## config.mk

```make
export PLATFORM = sky130hd
export DESIGN_NAME = wombat_register_file_flat
export DESIGN_NICKNAME = d
export VERILOG_FILES = /design/src/rtl/wombat_register_file_if.sv /design/src/rtl/wombat_register_file.sv /design/src/flat_wrapper.sv
export SDC_FILE = /design/constraint.sdc
export NUM_CORES = 1
export LEC_CHECK = 0
export CORE_AREA = 10 10 432 434
export DETAILED_ROUTE_END_ITERATION = 6
export DIE_AREA = 0 0 442 444
export PLACE_DENSITY = 0.35
export SYNTH_ARGS = -nofsm -noshare
export SYNTH_HDL_FRONTEND = slang
export SYNTH_HIERARCHICAL = 1
export SYNTH_SLANG_ARGS = --single-unit
export TNS_END_PERCENT = 10
```

## constraint.sdc

```tcl
create_clock -name clk -period 2.8 [get_ports clk]
set_input_delay 0.28 -clock clk [delete_from_list [all_inputs] [get_ports clk]]
set_output_delay 0.28 -clock clk [all_outputs]
set_load 0.02 [all_outputs]
```

## src/rtl/wombat_register_file_if.sv

```systemverilog
// Bus-side port bundle of wombat_register_file (the UART command parser is the master).
interface wombat_register_file_if #(
  parameter int WORD_WIDTH = 8,
  parameter int REG_WIDTH  = 4
);
  logic                            i_w_en;
  logic [WORD_WIDTH-1:0]           i_w_addr;
  logic [WORD_WIDTH*REG_WIDTH-1:0] i_w_value;
  logic [REG_WIDTH-1:0]            i_w_strobe;
  logic                            i_r_en;
  logic [WORD_WIDTH-1:0]           i_r_addr;
  logic [WORD_WIDTH*REG_WIDTH-1:0] o_r_value;
  logic                            o_r_valid;
  logic                            o_r_err;
  logic                            o_w_err;

  modport master (
    output i_w_en, i_w_addr, i_w_value, i_w_strobe, i_r_en, i_r_addr,
    input  o_r_value, o_r_valid, o_r_err, o_w_err
  );

  modport slave (
    input  i_w_en, i_w_addr, i_w_value, i_w_strobe, i_r_en, i_r_addr,
    output o_r_value, o_r_valid, o_r_err, o_w_err
  );
endinterface

```

## src/rtl/wombat_register_file.sv

```systemverilog
// wombat_register_file: parametrised register file with per-register access modes
// (RW / RO / W1C / PULSE), per-word write strobes, hardware status inputs,
// 1- or 2-cycle pipelined reads and out-of-range error flags.
// Optional feature macro: WOMBAT_REGFILE_IRQ_EN (registered OR of all W1C bits on o_irq).

// One register of the file; mode precedence RO > W1C > PULSE > RW is resolved here.
module wombat_register_file_reg #(
  parameter int W        = 32,
  parameter bit IS_RO    = 1'b0,
  parameter bit IS_W1C   = 1'b0,
  parameter bit IS_PULSE = 1'b0
) (
  input  logic         clk,
  input  logic         rst_n,
  input  logic         wr,
  input  logic [W-1:0] smask,
  input  logic [W-1:0] w_value,
  input  logic         hw_set,
  input  logic [W-1:0] hw_value,
  output logic [W-1:0] q
);
  logic [W-1:0] wdata;
  logic [W-1:0] set_bits;
  // Some modes ignore some inputs; fold them into one sink so that is explicit.
  logic         unused_sink;

  assign wdata       = w_value & smask;
  assign set_bits    = hw_set ? hw_value : '0;
  assign unused_sink = ^{wr, smask, w_value, hw_set, hw_value};

  // Register update according to the access mode of this slot.
  always_ff @(posedge clk) begin
    if (!rst_n) begin
      q <= '0;
    end else if (IS_RO) begin
      if (hw_set) q <= hw_value;
    end else if (IS_W1C) begin
      // hardware set is OR-ed after the clear, so set wins on a shared bit
      q <= (q & ~(wr ? wdata : '0)) | set_bits;
    end else if (IS_PULSE) begin
      q <= wr ? wdata : '0;
    end else if (wr) begin
      q <= (q & ~smask) | wdata;
    end
  end
endmodule

module wombat_register_file #(
  parameter int                   WORD_WIDTH   = 8,
  parameter int                   REG_WIDTH    = 4,
  parameter int                   REG_DEPTH    = 16,
  parameter int                   READ_LATENCY = 1,
  parameter logic [REG_DEPTH-1:0] RO_MASK      = '0,
  parameter logic [REG_DEPTH-1:0] W1C_MASK     = '0,
  parameter logic [REG_DEPTH-1:0] PULSE_MASK   = '0
) (
  input  logic                                             clk,
  input  logic                                             i_reset_n,
  wombat_register_file_if.slave                            bus,
  input  logic [REG_DEPTH-1:0]                             i_hw_set,
  input  logic [REG_DEPTH-1:0][WORD_WIDTH*REG_WIDTH-1:0]   i_hw_value,
  output logic [REG_DEPTH-1:0][WORD_WIDTH*REG_WIDTH-1:0]   o_mem,
  output logic                                             o_irq
);
  localparam int W      = WORD_WIDTH * REG_WIDTH;
  localparam int STAGES = READ_LATENCY - 1;

  logic [W-1:0]           smask;
  logic [REG_DEPTH-1:0]   w_dec;
  logic [W-1:0]           rd_data;
  logic                   r_hit;
  logic [STAGES:0]        vld_pipe;
  logic [STAGES:0]        err_pipe;
  logic [STAGES:0][W-1:0] dat_pipe;
  logic                   w_err_q;

  // Expand the per-word strobe into a bit mask.
  for (genvar j = 0; j < REG_WIDTH; j++) begin : g_smask
    assign smask[j*WORD_WIDTH +: WORD_WIDTH] = {WORD_WIDTH{bus.i_w_strobe[j]}};
  end

  // One register slot per address; an out-of-range address matches no slot.
  for (genvar k = 0; k < REG_DEPTH; k++) begin : g_reg
    assign w_dec[k] = bus.i_w_en && (bus.i_w_addr == WORD_WIDTH'(k));
    wombat_register_file_reg #(
      .W(W), .IS_RO(RO_MASK[k]), .IS_W1C(W1C_MASK[k]), .IS_PULSE(PULSE_MASK[k])
    ) u_reg (
      .clk(clk), .rst_n(i_reset_n), .wr(w_dec[k]), .smask(smask),
      .w_value(bus.i_w_value), .hw_set(i_hw_set[k]), .hw_value(i_hw_value[k]),
      .q(o_mem[k])
    );
  end

  // Read mux on the pre-write contents; out-of-range addresses read as zero.
  always_comb begin
    rd_data = '0;
    r_hit   = 1'b0;
    for (int k = 0; k < REG_DEPTH; k++) begin
      if (bus.i_r_addr == WORD_WIDTH'(k)) begin
        rd_data = o_mem[k];
        r_hit   = 1'b1;
      end
    end
  end

  // Read pipeline; stages load only on valid so the last stage holds its data.
  always_ff @(posedge clk) begin
    if (!i_reset_n) begin
      vld_pipe <= '0;
      err_pipe <= '0;
      dat_pipe <= '0;
    end else begin
      vld_pipe[0] <= bus.i_r_en;
      if (bus.i_r_en) begin
        dat_pipe[0] <= rd_data;
        err_pipe[0] <= ~r_hit;
      end
      for (int i = 1; i <= STAGES; i++) begin
        vld_pipe[i] <= vld_pipe[i-1];
        if (vld_pipe[i-1]) begin
          dat_pipe[i] <= dat_pipe[i-1];
          err_pipe[i] <= err_pipe[i-1];
        end
      end
    end
  end

  assign bus.o_r_value = dat_pipe[STAGES];
  assign bus.o_r_valid = vld_pipe[STAGES];
  assign bus.o_r_err   = vld_pipe[STAGES] & err_pipe[STAGES];

  // Write error: no slot decoded (out of range) or the slot is read-only.
  always_ff @(posedge clk) begin
    if (!i_reset_n) w_err_q <= 1'b0;
    else            w_err_q <= bus.i_w_en & (~(|w_dec) | (|(w_dec & RO_MASK)));
  end

  assign bus.o_w_err = w_err_q;

`ifdef WOMBAT_REGFILE_IRQ_EN
  localparam logic [REG_DEPTH-1:0] W1C_EFF = W1C_MASK & ~RO_MASK;
  logic irq_any;

  // OR of every bit held in a W1C register.
  always_comb begin
    irq_any = 1'b0;
    for (int k = 0; k < REG_DEPTH; k++) begin
      if (W1C_EFF[k]) irq_any = irq_any | (|o_mem[k]);
    end
  end

  // Registered interrupt, one cycle behind the W1C contents.
  always_ff @(posedge clk) begin
    if (!i_reset_n) o_irq <= 1'b0;
    else            o_irq <= irq_any;
  end
`else
  assign o_irq = 1'b0;
`endif
endmodule

```

## src/flat_wrapper.sv

```systemverilog
// flat-port wrapper written by rule: the top's interface ports become plain ports
module wombat_register_file_flat 
#(
  parameter int                   WORD_WIDTH   = 8,
  parameter int                   REG_WIDTH    = 4,
  parameter int                   REG_DEPTH    = 16,
  parameter int                   READ_LATENCY = 1,
  parameter logic [REG_DEPTH-1:0] RO_MASK      = '0,
  parameter logic [REG_DEPTH-1:0] W1C_MASK     = '0,
  parameter logic [REG_DEPTH-1:0] PULSE_MASK   = '0
)
  (clk, i_reset_n, i_hw_set, i_hw_value, o_mem, o_irq, bus_i_w_en, bus_i_w_addr, bus_i_w_value, bus_i_w_strobe, bus_i_r_en, bus_i_r_addr, bus_o_r_value, bus_o_r_valid, bus_o_r_err, bus_o_w_err);
  wombat_register_file_if #(.WORD_WIDTH(WORD_WIDTH), .REG_WIDTH(REG_WIDTH)) bus_i ();
  input  logic clk;
  input  logic i_reset_n;
  input  logic [REG_DEPTH-1:0] i_hw_set;
  input  logic [REG_DEPTH-1:0][WORD_WIDTH*REG_WIDTH-1:0] i_hw_value;
  output logic [REG_DEPTH-1:0][WORD_WIDTH*REG_WIDTH-1:0] o_mem;
  output logic o_irq;
  input wire logic [$bits(bus_i.i_w_en)-1:0] bus_i_w_en;
  input wire logic [$bits(bus_i.i_w_addr)-1:0] bus_i_w_addr;
  input wire logic [$bits(bus_i.i_w_value)-1:0] bus_i_w_value;
  input wire logic [$bits(bus_i.i_w_strobe)-1:0] bus_i_w_strobe;
  input wire logic [$bits(bus_i.i_r_en)-1:0] bus_i_r_en;
  input wire logic [$bits(bus_i.i_r_addr)-1:0] bus_i_r_addr;
  output wire logic [$bits(bus_i.o_r_value)-1:0] bus_o_r_value;
  output wire logic [$bits(bus_i.o_r_valid)-1:0] bus_o_r_valid;
  output wire logic [$bits(bus_i.o_r_err)-1:0] bus_o_r_err;
  output wire logic [$bits(bus_i.o_w_err)-1:0] bus_o_w_err;
  assign bus_i.i_w_en = bus_i_w_en;
  assign bus_i.i_w_addr = bus_i_w_addr;
  assign bus_i.i_w_value = bus_i_w_value;
  assign bus_i.i_w_strobe = bus_i_w_strobe;
  assign bus_i.i_r_en = bus_i_r_en;
  assign bus_i.i_r_addr = bus_i_r_addr;
  assign bus_o_r_value = bus_i.o_r_value;
  assign bus_o_r_valid = bus_i.o_r_valid;
  assign bus_o_r_err = bus_i.o_r_err;
  assign bus_o_w_err = bus_i.o_w_err;
  wombat_register_file #(.WORD_WIDTH(WORD_WIDTH), .REG_WIDTH(REG_WIDTH), .REG_DEPTH(REG_DEPTH), .READ_LATENCY(READ_LATENCY), .RO_MASK(RO_MASK), .W1C_MASK(W1C_MASK), .PULSE_MASK(PULSE_MASK)) u_core (.clk(clk), .i_reset_n(i_reset_n), .bus(bus_i), .i_hw_set(i_hw_set), .i_hw_value(i_hw_value), .o_mem(o_mem), .o_irq(o_irq));
endmodule
```

==> results.py <==
metrics = {
    "route": {
        "vias": 30100,
        "drtIter0Drc": 2341,
        "via_per_inst": 4.40,
        "drt_drc_violations_left": 0,
        "drt-pass1-iter-count": 6,
        "drt-total-wl_um": 199000,
        "final_antenna_net_count": 0,
        "wl_per_cell_um": 29.1,
    },
    "synth": {
        "synth_adder_area_share_pct": 0,
        "yosys_warnings": 6,
        "synth_seq_cells": 547,
        "synth_mux_area_share_pct": 19.7,
        "synth_compound_area_share_pct": 11.6,
        "synthFlopType": "dfxtp_1",
        "synth_xor_area_share_pct": 0,
        "ys_types": 70,
        "synth_cells": 3752,
        "synth_edf_count": 0,
        "synth_top_family_by_area": "simple AND/OR/NAND/NOR gates",
        "ys_async_sr_fraction_pct": 0,
        "syn_area_mm2": 0.0292,
        "seq_area_frac_synth_pct": 37.5,
        "synthSimpleGateAreaFrac_pct": 25.1,
        "synth.net_count": 4336,
        "avgSynthCellArea_um2": 7.77,
    },
    "global_routing": {
        "grt_usage_pct": 19.3,
        "grt_antenna_before_repair": 17,
        "grt.overflow.total": 0,
        "grt_pass1_vias": 29000,
        "grt_max_degree": 207,
        "grt_pass1_wl_um": 266000,
    },
    "layout": {
        "final_nets": 5004,
        "layout-drive-gt1-share_pct": 10.5,
        "area_delta_synth_final_pct": 44.0,
        "finish.utilization_pct": 23.6,
        "fill_cells": 19500,
    },
    "placed_design": {
        "port_buffers": 602,
        "dp_hpwl_um": 150000,
        "place.gp.congestion": 0.827,
    },
    "timing": {
        "fin_crit_sh_pct": 94.6,
        "max-slew-margin-rel_pct": 35.0,
        "setup_violations": 0,
        "layout_min_cycle_time_ns": 2.65,
        "holdWs_ns": 0.103,
        "finClkSkew_ns": 0.0357,
        "worstMarginPinSlew_ns": 0.975,
        "rsz0062_at_grt": "false",
        "slew_viol_final": 0,
        "clock.fmax_mhz": 378,
        "hold_violations": 0,
    },
    "job": {
        "max_cap_viol_count": 0,
    },
    "pwr": {
        "p_sw_share_pct": 27.9,
        "power.leakage_nw": 17.4,
        "comb_power_share_pct": 9.2,
        "peakVddDrop_mv": 0.384,
        "pwr-share-seq_pct": 38.6,
        "clock_power_share_pct": 52.2,
        "power.internal_w": 0.0146,
        "p_total_w": 0.0202,
        "power.switching_w": 0.00565,
        "power.density_mw_per_mm2": 482,
    },
    "clocking": {
        "cts-root-buf": "clkbuf_16",
        "post_cts.repair.setup_buffers": 0,
        "clk_pin_slew_worst_paths_ns": 0.06,
        "cts_buffer_depth": 3,
        "tritoncts": "built",
        "clk_latency_ns": 0.70,
        "numCtsBuffers": 79,
        "clkSinkCount": 547,
        "h-tree-depth": 3,
    },
    "floorplanning": {
        "die_h_um": 444,
        "fp.coreArea_mm2": 0.178,
        "die_x_um": 442,
        "initial_core_util_pct": 16.4,
        "die-area_mm2": 0.196,
        "rows": 155,
        "ios": 1132,
    },
    "run_status": {
        "status": "finished, final reports clean",
    },
    "worst_setup_path": {
        "cp.buffers_inverters": 4,
        "required_ns": 3.38,
        "path_max_fanout": 17,
        "cp_slowest_cell": "or4_4",
        "path_cells": "clkdlybuf4s50_1 -> or4_4 -> buf_12 -> o31ai_1 -> a21oi_1 -> buf_12 -> o31ai_2 -> buf_4 -> a32o_1 -> a21oi_1",
        "start_kind": "input port",
        "critPathKind": "input port to flip-flop",
        "cp_data_arrival_time_ns": 3.22,
        "slowest_delay_ns": 0.71,
        "end_kind": "flip-flop",
        "path_delay_family": "compound AO/OA/AOI/OAI gates",
    },
    "worst_hold_path": {
        "worstHoldPathType": "input port to flip-flop",
    },
}
-- power by group through the flow --
stage | sequential, W | clock, W | combinational [W]
after floorplan | 0.00800 | 0 | 0.000772
after global placement | 0.00799 | 0 | 0.00188
after detailed placement | 0.00799 | 0 | 0.00188
after CTS | 0.00782 | 0.0109 | 0.00189
after global routing | 0.00782 | 0.0112 | 0.00198
final | 0.00782 | 0.0106 | 0.00186
-- placed cells by master, fill, tap and decap left out, drive strengths merged, types with 19 or more instances in the layout --
cell type,synthesis,routed
nand2b,19,19
clkbuf,58,122
buf,219,269
inv,22,27
a21oi,148,148
o221ai,56,56
nand3,19,19
a31oi,27,27
mux2,22,22
clkdlybuf4s50,0,591
a211oi,22,22
nor2,81,81
mux2i,537,537
o211ai,26,26
dfxtp,547,547
o21ai,71,71
nand2,1633,1633
-- synth_stat cells, types with 27 or more instances --
cell type  count  area, µm²
a31oi_1       27        169
nand2_1     1633       6130
a21oi_1      148        741
mux2i_1      537       5380
nor2_1        78        293
buf_6         49        552
buf_4         37        278
o21ai_0       68        340
clkbuf_1      58        218
buf_2        122        611
dfxtp_1      547      11000
o221ai_1      56        490
-- cell families (layout without fill, tap and decap cells) --
family,Yosys count,after routing
other,1,6
AO/OA/AOI/OAI,497,497
flip-flops,547,547
AND/OR/NAND/NOR,1844,1844
multiplexers,564,564
buffers and inverters,299,1027
-- worst reg2reg max path, stage by stage, from the launching register on --
cell and delay, ns:
dfxtp_1 0.33, mux2_2 0.28, a22oi_1 0.30, buf_4 0.21
o211ai_1 0.09, buf_4 0.20, o211ai_1 0.42, a32o_1 0.25
a21oi_1 0.08
-- through the flow --
stage               setup TNS, ns  worst slack, ns  instance area (µm²)  std cells
floorplan                       0            0.707                29200       3752
finish                          0            0.152                42000       6840
global route                    0           0.0441                42000       6836
global placement           -11.81           -0.807                39300       6692
CTS                             0            0.140                42000       6835
detailed placement         -11.46           -0.791                39300       6692
-- timing repair --
item                                   CTS  global route
endpoints found under the hold margin   15             0
setup endpoints to repair                1             0
gates resized for setup                  1             0
hold buffers                             2             0
-- path summary, 6_finish.rpt --
check | startpoint | to | slack (ns) | cells after the start
worst min-delay path | bus_i_w_strobe[1] | flip-flop | 0.10 | 3
worst min register to register | flip-flop | flip-flop | 0.47 | 2
worst max-delay path | bus_i_r_addr[4] | u_core/bus.o_r_value[7]$_SDFFE_PN0P_ | 0.15 | 10
worst max register to register | flip-flop | u_core/bus.o_r_value[12]$_SDFFE_PN0P_ | 0.53 | 8
-- metal layers --
| metal | track usage [%] | wire length [µm] | vias to the layer above |
|---|---|---|---|
| li1 | - | - | 14000 |
| met3 | 5.99 | 14700 | 220 |
| met5 | 0 | 0 | - |
| met4 | 7.36 | 8650 | 0 |
| met2 | 31.4 | 90600 | 974 |
| met1 | 23.7 | 85000 | 14800 |
-- layout make-up --
type | instances | area [µm²] | share of cell area [%]
timing repair buffer | 864 | 8740 | 20.8
antenna | 5 | 12.5 | 0.0298
multi-input combinational | 2906 | 16600 | 39.6
clock inverter | 21 | 285 | 0.679
sequential | 547 | 11000 | 26.1
tap | 2355 | 2950 | 7.02
clock buffer | 120 | 2350 | 5.60
inverter | 22 | 82.6 | 0.197
No activity file was read; power rests on OpenSTA's default activity.
